### src/rtl/video_dma_line_fetch.sv
// UFI read DMA master: fetches fixed-length RGB565 bursts from the frame buffer into the video line FIFO.
// Optional VIDEO_DMA_BYTE_SWAP_EN swaps the bytes of each pixel for little-endian frame buffers.
module video_dma_line_fetch #(
  parameter int         pUfiDqBusWidth   = 16,
  parameter int         pUfiAdrsBusWidth = 32,
  parameter logic [3:0] pUfiAdrsMap      = 4'h2,
  parameter int         pDmaAdrsWidth    = 18,
  parameter int         pDmaBurstLength  = 256,
  parameter int         pColorDepth      = 16
) (
  input  logic                        iSCLK,
  input  logic                        iSRST,
  input  logic                        iDmaEnable,
  input  logic                        iDmaCycleEnable,
  input  logic [pDmaAdrsWidth-1:0]    iDmaAdrsStart,
  input  logic [pDmaAdrsWidth-1:0]    iDmaAdrsEnd,
  input  logic [pDmaAdrsWidth-1:0]    iDmaAdrsAdd,
  output logic                        oDmaDone,
  output logic                        oFrameDone,
  output logic [pUfiAdrsBusWidth-1:0] oMUfiAdrs,
  output logic                        oMUfiRe,
  input  logic                        iMUfiRdy,
  input  logic [pUfiDqBusWidth-1:0]   iMUfiRd,
  input  logic                        iMUfiRvd,
  output logic [pColorDepth-1:0]      oWd,
  output logic                        oWe,
  input  logic                        iRemaingCntAlert,
  input  logic                        iFull,
  output logic                        oOverflow
);

  localparam int CntWidth = $clog2(pDmaBurstLength);
  localparam int PadWidth = pUfiAdrsBusWidth - 4 - pDmaAdrsWidth;

  typedef enum logic [2:0] {IDLE, REQ, WAIT, NEXT, DONE} state_t;

  state_t                   state;
  state_t                   state_next;
  logic [pDmaAdrsWidth-1:0] pointer;
  logic [pDmaAdrsWidth-1:0] start_l;
  logic [pDmaAdrsWidth-1:0] end_l;
  logic [pDmaAdrsWidth-1:0] add_l;
  logic                     cycle_l;
  logic [CntWidth-1:0]      word_cnt;
  logic [pDmaAdrsWidth:0]   sum;
  logic                     frame_end;
  logic                     fire;
  logic                     burst_last;
  logic                     accept;
  logic [pColorDepth-1:0]   pixel;

  // The extra sum bit catches wrap past the top of the DMA address space.
  assign sum        = {1'b0, pointer} + {1'b0, add_l};
  assign frame_end  = sum[pDmaAdrsWidth] || (sum[pDmaAdrsWidth-1:0] > end_l);
  assign fire       = (state == REQ) && iDmaEnable && iMUfiRdy && !iRemaingCntAlert;
  assign accept     = (state == WAIT) && iMUfiRvd;
  assign burst_last = accept && (&word_cnt);

`ifdef VIDEO_DMA_BYTE_SWAP_EN
  assign pixel = {iMUfiRd[7:0], iMUfiRd[15:8]};
`else
  assign pixel = iMUfiRd;
`endif

  always_ff @(posedge iSCLK) begin
    if (iSRST) state <= IDLE;
    else       state <= state_next;
  end

  always_comb begin
    state_next = state;
    case (state)
      IDLE: if (iDmaEnable) state_next = REQ;
      REQ: begin
        if (!iDmaEnable) state_next = IDLE;
        else if (fire)   state_next = WAIT;
      end
      WAIT: if (burst_last) state_next = NEXT;
      NEXT: begin
        if (!iDmaEnable)  state_next = IDLE;
        else if (frame_end && !cycle_l) state_next = DONE;
        else              state_next = REQ;
      end
      DONE: if (!iDmaEnable) state_next = IDLE;
      default: state_next = IDLE;
    endcase
  end

  always_comb begin
    oMUfiRe    = fire;
    oMUfiAdrs  = '0;
    oFrameDone = (state == NEXT) && iDmaEnable && frame_end;
    oDmaDone   = (state == DONE);
    if (fire) oMUfiAdrs = {pUfiAdrsMap, {PadWidth{1'b0}}, pointer};
  end

  // The word counter wraps to zero on its own because the burst length is a power of two.
  always_ff @(posedge iSCLK) begin
    if (iSRST) begin
      pointer   <= '0;
      start_l   <= '0;
      end_l     <= '0;
      add_l     <= '0;
      cycle_l   <= 1'b0;
      word_cnt  <= '0;
      oWd       <= '0;
      oWe       <= 1'b0;
      oOverflow <= 1'b0;
    end else begin
      oWe       <= accept;
      oOverflow <= oOverflow | (oWe & iFull);
      if (accept) begin
        oWd      <= pixel;
        word_cnt <= word_cnt + 1'b1;
      end
      if (state == IDLE && iDmaEnable) begin
        start_l <= iDmaAdrsStart;
        end_l   <= iDmaAdrsEnd;
        add_l   <= iDmaAdrsAdd;
        cycle_l <= iDmaCycleEnable;
        pointer <= iDmaAdrsStart;
      end
      if (state == NEXT && iDmaEnable) begin
        if (frame_end) begin
          if (cycle_l) pointer <= start_l;
        end else begin
          pointer <= sum[pDmaAdrsWidth-1:0];
        end
      end
    end
  end

endmodule

### config.mk
export PLATFORM = sky130hd
export DESIGN_NAME = video_dma_line_fetch
export DESIGN_NICKNAME = d
export VERILOG_FILES = /design/src/rtl/video_dma_line_fetch.sv
export SDC_FILE = /design/constraint.sdc
export NUM_CORES = 1
export LEC_CHECK = 0
export CAP_MARGIN = 20
export CORE_MARGIN = 1
export CORE_UTILIZATION = 38
export CTS_CLUSTER_SIZE = 28
export DETAILED_ROUTE_END_ITERATION = 12
export DONT_BUFFER_PORTS = 1
export GPL_TIMING_DRIVEN = 0
export PLACE_DENSITY_LB_ADDON = 0.3
export SLEW_MARGIN = 20
export SYNTH_ARGS = -nofsm -noshare
export SYNTH_HDL_FRONTEND = slang
export SYNTH_SLANG_ARGS = --single-unit
### constraint.sdc
create_clock -name iSCLK -period 4 [get_ports iSCLK]
set_input_delay 0 -clock iSCLK [delete_from_list [all_inputs] [get_ports iSCLK]]
set_output_delay 0 -clock iSCLK [all_outputs]
set_load 0.01 [all_outputs]
==> flow_metrics.py, run 1 <==
metrics = {
    "final_layout": {
        "final_common_cell": "nand2_1",
        "final_cells": 984,
        "nets": 916,
        "synthToLayoutAreaGrowth_pct": 32.32,
        "utilization_pct": 52.13,
        "fillers": 1270,
        "num_antenna_cells": 0,
        "final_area_um2": 7320,
        "layout-drive-gt1-share_pct": 14.30,
        "final_cell_mix": "161 x nand2_1, 94 x dfxtp_1, 89 x a21oi_1",
    },
    "critical_path": {
        "cp-endpoint": "pointer[8]$_SDFF_PP0_",
        "arrival_ns": 4.19,
        "required_ns": 4.26,
        "reg2reg_slack_ns": 0.07,
        "rr_endpoint": "pointer[8]$_SDFF_PP0_",
        "critPathLaunch": "pointer[2]$_SDFF_PP0_",
        "worstSetupStartpointType": "flip-flop",
        "cp-end-kind": "flip-flop",
        "worstSetupPathType": "flip-flop to flip-flop",
        "rr_startpoint": "pointer[2]$_SDFF_PP0_",
        "critPathMaxFanout": 7,
        "worst-r2r-cell-count": 17,
    },
    "logic_synthesis": {
        "yosysWarnings": 0,
        "synthArstFlopShare_pct": 0,
        "synth_area_per_cell_um2": 8.040,
        "netlist_area_um2": 5532,
        "synth_ff_type": "dfxtp_1",
        "postSynthCellCount": 688,
        "synth_cell_types": 55,
        "seq_area_frac_synth_pct": 36.91,
        "yosys_register_bits": 102,
        "synth_edf_count": 0,
    },
    "pwr": {
        "powerDensity_nw_per_um2": 376.5,
        "ir_drop_mv": 0.2578,
        "power.leakage_nw": 2.954,
    },
    "grt": {
        "grt_pass1_vias": 5205,
        "grtUsageTotal_pct": 22.03,
        "grt_antenna_before_repair": 0,
        "overflow": 0,
        "grt_max_degree": 17,
        "grt_pass1_wl_um": 25360,
    },
    "detailed_routing": {
        "drtIter0Drc": 417,
        "drt_pass1_iterations": 5,
        "wl_per_cell_um": 16.70,
        "wirelength_um": 16440,
        "drc": 0,
        "ant_nets": 0,
        "via_per_inst": 5.350,
        "num_vias": 5264,
    },
    "clock_tree": {
        "root_buffer": "clkbuf_16",
        "clk_latency_ns": 0.35,
        "cts_made_buffers": 9,
        "clock_path_buffers": 2,
        "htree_levels": 3,
        "cts_tree": "yes",
        "clock-sinks": 102,
        "cts.clk_slew.worst_paths_ns": 0.07,
    },
    "sta": {
        "relSlewSlack_pct": 43.12,
        "setup-violations-final": 0,
        "post-route-period-util_pct": 98.27,
        "worst_slack_ns": 0.06925,
        "skew_ns": 0.008652,
        "rsz0062_at_grt": "true",
        "timing.hold.ws_ns": 0.07042,
        "min_period_ns": 3.931,
        "hold_violations": 0,
        "timing.final.max_slew_violations": 0,
        "worstMarginPinSlew_ns": 0.8531,
        "fmax_mhz": 254.4,
    },
    "die": {
        "die_w_um": 122.7,
        "start_util_pct": 39.39,
        "die_height_um": 122.7,
        "dieArea_um2": 15040,
        "boundaryPins": 131,
        "core-area_um2": 14040,
        "row_count": 43,
    },
    "placed_design": {
        "dpl_worst_slack_ns": -0.2797,
        "routabilityCongestion": 0.8645,
        "dp.final_hpwl_um": 11740,
        "numPortBuffers": 0,
        "dp_cells": 880,
        "dpl_cell_area_um2": 5802,
    },
    "run": {
        "cap_violations": 0,
    },
    "run_status": {
        "status": "finished, final reports clean",
    },
    "hold_path": {
        "hp-class": "input pin to flip-flop",
    },
}
## stage by stage
stage               TNS (ns)  power, mW
finish                     0      2.756
global route          -1.315      2.881
CTS                        0      2.682
detailed placement    -3.127      1.651
global placement      -2.574      1.629
floorplan                  0      1.519
## state kept, by name, indices dropped and copies added, names as in the netlist
name / count
oWe: 1
state: 3
end_l: 18
cycle_l: 1
oWd: 16
word_cnt: 8
start_l: 18
add_l: 18
oOverflow: 1
pointer: 18
## cell families after synthesis
logic type | count (synthesis) | share of synthesized area (%)
simple gates | 261 | 21.28
compound gates | 175 | 20.72
flops | 102 | 36.91
buf+inv | 76 | 6.446
fa+ha+maj | 38 | 8.731
xor+xnor | 22 | 3.483
mux | 13 | 2.352
other cells | 1 | 0.06779
## Yosys cell counts, types with 4 or more instances
library cell | n | area [µm²]
nand2_1 | 162 | 608.1
dfxtp_1 | 102 | 2042
a21oi_1 | 94 | 470.5
ha_1 | 37 | 462.9
clkbuf_1 | 34 | 127.6
inv_1 | 22 | 82.58
and2_1 | 19 | 118.9
nor2_1 | 19 | 71.32
nand2b_1 | 15 | 93.84
a21boi_0 | 14 | 105.1
buf_4 | 14 | 105.1
a221oi_1 | 13 | 113.9
mux2i_1 | 13 | 130.1
xnor2_1 | 11 | 96.34
xor2_1 | 11 | 96.34
a21o_1 | 9 | 67.56
and3_1 | 9 | 56.30
a31oi_1 | 7 | 43.79
nor2b_1 | 7 | 43.79
nor3_1 | 7 | 35.03
o21ai_0 | 7 | 35.03
nand3_1 | 6 | 30.03
nand4_1 | 5 | 31.28
o221a_2 | 4 | 45.04
## report_power, final
part / internal (mW) / switching [mW] / total, mW
sequential: 1.07 / 0.0393 / 1.11
clock: 0.545 / 0.392 / 0.937
combinational: 0.337 / 0.377 / 0.714
total: 1.95 / 0.808 / 2.76
## worst min-delay path by stage
stage | from | slack, ns | depth (start not counted) | to
after floorplan | iDmaAdrsEnd[10] | 0.14 | 2 | end_l[10]$_SDFFE_PP0P_
after global placement | iMUfiRd[11] | 0.14 | 2 | oWd[11]$_SDFFE_PP0P_
after detailed placement | iMUfiRd[11] | 0.14 | 2 | oWd[11]$_SDFFE_PP0P_
after CTS | iSRST | 0.07 | 2 | pointer[2]$_SDFF_PP0_
after global routing | iSRST | 0.1 | 2 | pointer[2]$_SDFF_PP0_
final | iSRST | 0.07 | 2 | pointer[2]$_SDFF_PP0_
## worst max-delay path, cell delays in order (launching register included)
cell	delay [ns]
dfxtp_4	0.37
ha_4	0.27
o211ai_2	0.20
o211ai_1	0.18
a221oi_2	0.33
a21oi_2	0.17
a311oi_2	0.33
xnor2_1	0.14
ha_1	0.32
nand4_1	0.14
nor3_2	0.15
and3_1	0.17
a31oi_1	0.04
a41o_1	0.23
buf_6	0.14
a21o_4	0.24
clkbuf_16	0.17
a221oi_2	0.25
## cell type report
cell class / instances / area, µm² / area share [%]
Buffer: 53 / 290.3 / 3.966
Clock buffer: 9 / 225.2 / 3.077
Clock inverter: 6 / 86.33 / 1.179
Inverter: 22 / 82.58 / 1.128
Multi-Input combinational cell: 522 / 3471 / 47.42
Sequential cell: 102 / 2057 / 28.10
Tap cell: 180 / 225.2 / 3.077
Timing Repair Buffer: 90 / 882.1 / 12.05
## what timing repair did
| action | 4_1_cts | 5_1_grt |
|---|---|---|
| resized for setup | 25 | 40 |
| endpoints found under the hold margin | 77 | 0 |
| hold buffers | 74 | 0 |
| buffers inserted | 3 | 12 |
| endpoints found under the setup margin | 20 | 20 |
| cloned | 0 | 1 |
| pin swaps | 15 | 33 |
## per-layer routing
layer / global-route usage (%) / vias up / part of all wire (%)
li1: - / 2579 / -
met1: 24.81 / 2457 / 42
met2: 37.96 / 190 / 48
met3: 6.738 / 38 / 6.8
met4: 9.985 / 0 / 3.5
met5: 0 / - / 0
No activity file was read; power rests on OpenSTA's default activity.
==> run 2, diff against run 1 <==
CELL_PAD_IN_SITES_DETAIL_PLACEMENT = 2   (was not set)
CELL_PAD_IN_SITES_GLOBAL_PLACEMENT = 2   (was not set)
CORE_UTILIZATION = 33   (was 38)
GPL_TIMING_DRIVEN = not set   (was 0)
clock period = 3.4 ns   (was 4 ns; I/O delays follow)
==> run 2 against run 1 <==
Against the previous run:
- the flow now finishes with violations (setup timing)
- final cell count up 5.3%
- global-route usage up 3.7 points
- clock skew down 0.00072 ns
- hold slack worse by 0.028 ns
- critical path type is now flip-flop to output pin
- largest cell class unchanged
==> flow_metrics.py, run 2 (synthesis gave the netlist of run 1 again) <==
metrics = {
    "run_status": {
        "status": "complete, but fails checks",
        "violations": "setup timing",
    },
    "sta": {
        "fmax_mhz": 257.5,
        "setup-violations-final": 21,
        "skew_ns": 0.007930,
        "timing.final.max_slew_violations": 0,
        "worstMarginPinSlew_ns": 0.9539,
        "relSlewSlack_pct": 36.41,
        "min_period_ns": 3.883,
        "post-route-period-util_pct": 114.2,
        "rsz0062_at_grt": "true",
        "worst_slack_ns": -0.4833,
        "hold_violations": 0,
    },
    "detailed_routing": {
        "drtIter0Drc": 197,
        "wirelength_um": 21810,
        "drc": 0,
        "ant_nets": 0,
        "drt_pass1_iterations": 4,
        "via_per_inst": 5.285,
        "wl_per_cell_um": 21.06,
        "num_vias": 5475,
    },
    "clock_tree": {
        "cts.clk_slew.worst_paths_ns": 0.08,
        "clock_path_buffers": 2,
        "clk_latency_ns": 0.36,
        "clock-sinks": 102,
        "cts_made_buffers": 9,
        "htree_levels": 3,
        "cts_tree": "yes",
        "root_buffer": "clkbuf_16",
    },
    "grt": {
        "grt_max_degree": 99,
        "grt-busiest-layer": "met2",
        "grt_pass1_vias": 6290,
        "grt.met3_usage_pct": 3.897,
        "use_met2_pct": 47.50,
        "grtUsageTotal_pct": 25.68,
        "grt_pass1_wl_um": 34440,
        "overflow": 0,
        "grt_use_met1_pct": 29.39,
        "grt_antenna_before_repair": 0,
    },
    "placed_design": {
        "dpl_cell_area_um2": 6269,
        "dp_cells": 931,
        "numPortBuffers": 0,
        "routabilityCongestion": 0.8390,
        "dp.final_hpwl_um": 14280,
    },
    "die": {
        "row_count": 46,
        "core-area_um2": 16120,
        "dieArea_um2": 17280,
        "die_w_um": 131.5,
        "die_height_um": 131.5,
        "start_util_pct": 34.32,
        "boundaryPins": 131,
    },
    "critical_path": {
        "rr_endpoint": "pointer[2]$_SDFF_PP0_",
        "worstSetupStartpointType": "flip-flop",
        "required_ns": 3.40,
        "critPathLaunch": "add_l[1]$_SDFFE_PP0P_",
        "cp-end-kind": "output pin",
        "worst-r2r-cell-count": 18,
        "worstSetupPathType": "flip-flop to output pin",
        "reg2reg_slack_ns": -0.47,
        "rr_startpoint": "add_l[1]$_SDFFE_PP0P_",
        "critPathMaxFanout": 8,
        "arrival_ns": 3.88,
    },
    "pwr": {
        "powerDensity_nw_per_um2": 444.4,
        "power.leakage_nw": 3.175,
        "ir_drop_mv": 0.2356,
        "p_total_mw": 3.416,
    },
    "final_layout": {
        "final_cells": 1036,
        "multiInputGateArea_um2": 3535,
        "fillers": 1732,
        "num_antenna_cells": 0,
        "nets": 931,
        "register_area_um2": 2057,
        "final_area_um2": 7686,
        "final_cell_mix": "161 x nand2_1, 94 x dfxtp_1, 90 x a21oi_1",
        "synthToLayoutAreaGrowth_pct": 38.95,
        "final_common_cell": "nand2_1",
        "layout-drive-gt1-share_pct": 20.98,
    },
    "hold_path": {
        "worstHoldStart": "iSRST",
        "hold_path_depth": 2,
        "holdPathEnd": "word_cnt[4]$_SDFFE_PP0P_",
        "hp-class": "input pin to flip-flop",
    },
    "run": {
        "cap_violations": 0,
    },
}
-- run 2: repair_timing --
action | in CTS | in global routing
gates cloned | 1 | 0
pin swaps | 24 | 5
setup endpoints to repair | 21 | 21
resized for setup | 36 | 8
setup buffers | 13 | 1
hold buffers | 75 | 0
endpoints found under the hold margin | 101 | 0
-- run 2: worst max-delay path by stage --
stage,end,slack [ns],cells after the start
2_1_floorplan,pointer[10]$_SDFF_PP0_,-0.06,18
3_3_place_gp,pointer[15]$_SDFF_PP0_,-0.49,16
3_5_place_dp,pointer[15]$_SDFF_PP0_,-0.65,16
4_1_cts,oFrameDone,-0.45,17
5_1_grt,oFrameDone,-0.68,17
6_report,oFrameDone,-0.48,18
-- run 2: critical path, cell delays in order, from the launching register on --
cell and delay (ns):
dfxtp_4 0.36, ha_4 0.25, a211oi_4 0.22, o211ai_1 0.14, a221oi_2 0.25, buf_4 0.18
a21oi_4 0.07, a21o_1 0.20, a21oi_2 0.16, xnor2_2 0.10, ha_1 0.31, nand4_1 0.14
nor3_2 0.15, and3_1 0.17, a31oi_1 0.04, a41o_2 0.30, buf_12 0.15, buf_12 0.14
and2_4 0.17
-- run 2: where the power goes --
group	internal, mW	switching [mW]	leakage [nW]
combinational	0.504	0.514	2.19
clock	0.532	0.563	0.152
sequential	1.25	0.0490	0.837
total	2.29	1.13	3.17
-- run 2: metrics by stage --
stage	setup TNS (ns)	worst slack (ns)	utilization (%)	hold WS (ns)
final	-8.465	-0.4833	47.69	0.04258
after detailed placement	-11.62	-0.6491	38.90	0.07872
after global routing	-12.83	-0.6830	47.69	0.06194
after CTS	-7.531	-0.4534	47.41	0.01277
after floorplan	-0.7082	-0.06192	-	0.1284
after global placement	-8.313	-0.4856	38.90	0.07696
-- run 2: area by class of cell --
| type | instances | share of cell area [%] |
|---|---|---|
| clock buffer | 9 | 2.930 |
| clock inverter | 7 | 1.188 |
| inverter | 22 | 1.074 |
| multi-input combinational | 523 | 45.99 |
| sequential | 102 | 26.76 |
| tap | 216 | 3.516 |
| timing repair buffer | 157 | 18.54 |
-- run 2: per-layer routing --
layer	vias to the layer above	share of wire [%]
met3	37	3.1
met4	0	2.5
met2	135	53
met1	2705	41
met5	-	0
li1	2598	-
==> run 3, diff against run 2 <==
ABC_AREA = 1   (was not set)
CORE_UTILIZATION = 31   (was 33)
HOLD_SLACK_MARGIN = 0.05   (was not set)
==> run 3 against run 2 <==
Against the previous run:
- the flow still finishes with violations (setup timing)
- setup slack better by 0.40 ns
- count of clock-buffer cells in the layout stayed put
- non-clock buffer count down 36
- synthesized cell count is 43% higher
- global-route usage shrank 0.57 points
- total power grew 72%
- register-to-register slack better by 0.39 ns
- via count grew 22%
- clock skew grew 0.010 ns
- final cell count up 30%
- clock power barely moved
- hold slack gained 0.027 ns
- critical path type is now flip-flop to flip-flop
==> flow_metrics.py, run 3 <==
metrics = {
    "run_status": {
        "status": "complete, but fails checks",
        "violations": "setup timing",
    },
    "sta": {
        "skew_ns": 0.01835,
        "hold_violations": 0,
        "min_period_ns": 3.482,
        "setup-violations-final": 17,
        "rsz0062_at_grt": "true",
        "post-route-period-util_pct": 102.4,
        "timing.final.max_slew_violations": 0,
        "worstMarginPinSlew_ns": 0.9120,
        "worst_slack_ns": -0.08234,
        "tns_ns": -0.7776,
        "fmax_mhz": 287.2,
        "relSlewSlack_pct": 39.05,
    },
    "logic_synthesis": {
        "synth_cell_types": 44,
        "synth-simple-area-share_pct": 29.26,
        "netlist_area_um2": 6272,
        "yosysWarnings": 0,
        "yosys_register_bits": 102,
        "synth_edf_count": 0,
        "synth_most_common_cell": "nand2_1",
        "synth_area_leaders": "dfxtp_1 33%, nand2_1 15%, inv_1 10%",
        "ys_top_cells_by_count": "255 x nand2_1, 170 x inv_1, 110 x nor2_1",
        "synth_top_family_by_area": "simple AND/OR/NAND/NOR gates",
        "seq_area_frac_synth_pct": 32.56,
        "synth_ff_type": "dfxtp_1",
        "synthAdderAreaFrac_pct": 7.700,
        "synthArstFlopShare_pct": 0,
        "postSynthCellCount": 986,
        "synthXorXnorAreaFrac_pct": 0.9775,
        "synth_area_per_cell_um2": 6.361,
        "synth.area.mux_share_pct": 0.3192,
        "yosysTopAreaCellShare_pct": 32.56,
        "synth_compound_area_share_pct": 13.98,
        "synth_top_area_cell": "dfxtp_1",
    },
    "critical_path": {
        "cp-end-kind": "flip-flop",
        "worstSetupPathType": "flip-flop to flip-flop",
        "worstSetupStartpointType": "flip-flop",
        "arrival_ns": 3.76,
        "required_ns": 3.67,
        "critPathMaxFanout": 8,
    },
    "pwr": {
        "ir_drop_mv": 0.3162,
        "powerDensity_nw_per_um2": 710.5,
        "p_total_mw": 5.883,
        "power.leakage_nw": 3.880,
    },
    "clock_tree": {
        "cts_made_buffers": 9,
        "clock_path_buffers": 2,
        "htree_levels": 3,
        "root_buffer": "clkbuf_16",
        "clock-sinks": 102,
        "cts_tree": "yes",
        "clk_latency_ns": 0.37,
        "cts.clk_slew.worst_paths_ns": 0.09,
    },
    "final_layout": {
        "final_area_um2": 8280,
        "layout-drive-gt1-share_pct": 15.97,
        "register_area_um2": 2061,
        "final_cell_mix": "228 x nand2_1, 167 x inv_1, 99 x nor2_1",
        "final_cells": 1348,
        "fillers": 2389,
        "synthToLayoutAreaGrowth_pct": 32.02,
        "final_common_cell": "nand2_1",
        "num_antenna_cells": 0,
        "nets": 1194,
        "multiInputGateArea_um2": 3775,
    },
    "die": {
        "core-area_um2": 19650,
        "row_count": 51,
        "die_height_um": 144.2,
        "die_w_um": 144.2,
        "boundaryPins": 131,
        "dieArea_um2": 20810,
        "start_util_pct": 31.91,
    },
    "placed_design": {
        "dp.final_hpwl_um": 17180,
        "routabilityCongestion": 0.7891,
        "dpl_worst_slack_ns": -0.3323,
        "numPortBuffers": 0,
        "dp_cells": 1246,
        "dpl_cell_area_um2": 6631,
    },
    "detailed_routing": {
        "drc": 0,
        "via_per_inst": 4.970,
        "wirelength_um": 27450,
        "drt_pass1_iterations": 4,
        "ant_nets": 0,
        "wl_per_cell_um": 20.36,
        "num_vias": 6699,
        "drtIter0Drc": 246,
    },
    "run": {
        "cap_violations": 0,
    },
    "grt": {
        "grt_max_degree": 48,
        "grtUsageTotal_pct": 25.11,
        "grt_pass1_wl_um": 39300,
        "grt_pass1_vias": 7242,
        "overflow": 0,
        "grt_antenna_before_repair": 0,
    },
    "hold_path": {
        "hp-class": "input pin to flip-flop",
    },
}
==> run 3: cell types whose count changed in the layout (fill, tap and decap cells not counted), sizes merged, moves of 11 or more <==
cell	change
buf	-41
nand2	+100
nand3	+34
a21oi	-11
a21boi	-14
inv	+152
and2	-17
nand2b	-15
mux2i	-11
a221oi	-14
nor2	+93
o21ai	+71
==> run 3: through the flow <==
| stage | hold WS [ns] | utilization [%] |
|---|---|---|
| global placement | 0.06821 | 33.74 |
| global route | 0.09529 | 42.13 |
| CTS | 0.05930 | 40.01 |
| floorplan | 0.1349 | - |
| detailed placement | 0.07058 | 33.74 |
| finish | 0.06976 | 42.13 |
==> run 3: what timing repair did <==
item / CTS / global route
hold buffers: 79 / 0
setup buffers: 3 / 3
cloned: 0 / 1
endpoints found under the setup margin: 21 / 21
gates resized for setup: 23 / 83
hold endpoints to repair: 96 / 0
pin swaps: 5 / 25
==> run 3: cell families (layout without fill, tap and decap cells) <==
kind of cell / count (synthesis) / after routing
AO/OA/AOI/OAI: 170 / 170
XOR/XNOR: 7 / 7
adder cells (fa/ha/maj): 38 / 38
buffers and inverters: 225 / 310
flip-flops: 102 / 102
multiplexers: 2 / 2
other: 1 / 13
AND/OR/NAND/NOR: 441 / 441
==> run 3: routing by layer <==
| metal | share of wire [%] | vias to the layer above | track usage, % |
|---|---|---|---|
| met1 | 42 | 3312 | 30.35 |
| met3 | 3.5 | 38 | 3.940 |
| met2 | 52 | 139 | 46.12 |
| met5 | 0 | - | 0 |
| met4 | 2.5 | 0 | 6.039 |
| li1 | - | 3210 | - |
==> run 3: layout make-up <==
class	instances	share of cell area, %
Multi-Input combinational cell	671	45.59
Sequential cell	102	24.89
Timing Repair Buffer	121	14.08
Inverter	173	7.842
Tap cell	265	4.004
Clock buffer	9	2.720
Clock inverter	7	0.8764
==> run 3: critical path, cell delays in order, from the launching register on <==
cell and delay, ns:
dfxtp_4 0.37, ha_4 0.18, fa_2 0.41, nand2_2 0.10
nand2_2 0.09, nand3_2 0.11, nand2_4 0.08, nand2_2 0.09
nand2_1 0.07, nand2_1 0.08, nand2_2 0.08, inv_1 0.14
ha_1 0.27, nand2_2 0.11, o21ai_1 0.11, a21oi_1 0.20
nand2_1 0.09, nand2_2 0.13, buf_12 0.14, clkbuf_16 0.15
nand3_1 0.09, nand2_1 0.10, inv_1 0.04, nor2_1 0.09
nor2_1 0.06
==> run 3: report_power, final <==
group / switching (mW) / total, mW / internal, mW
sequential: 0.193 / 1.59 / 1.40
combinational: 1.97 / 3.18 / 1.22
clock: 0.582 / 1.11 / 0.526
total: 2.74 / 5.88 / 3.14
==> run 3: path summary, 6_finish.rpt <==
kind,endpoint,cells past startpoint,startpoint,slack (ns)
setup / recovery,pointer[4]$_SDFF_PP0_,24,pointer[0]$_SDFF_PP0_,-0.08
setup reg to reg,pointer[4]$_SDFF_PP0_,24,pointer[0]$_SDFF_PP0_,-0.08
hold reg to reg,start_l[10]$_SDFFE_PP0P_,2,start_l[10]$_SDFFE_PP0P_,0.47
hold / removal,oWd[12]$_SDFFE_PP0P_,2,iMUfiRvd,0.07
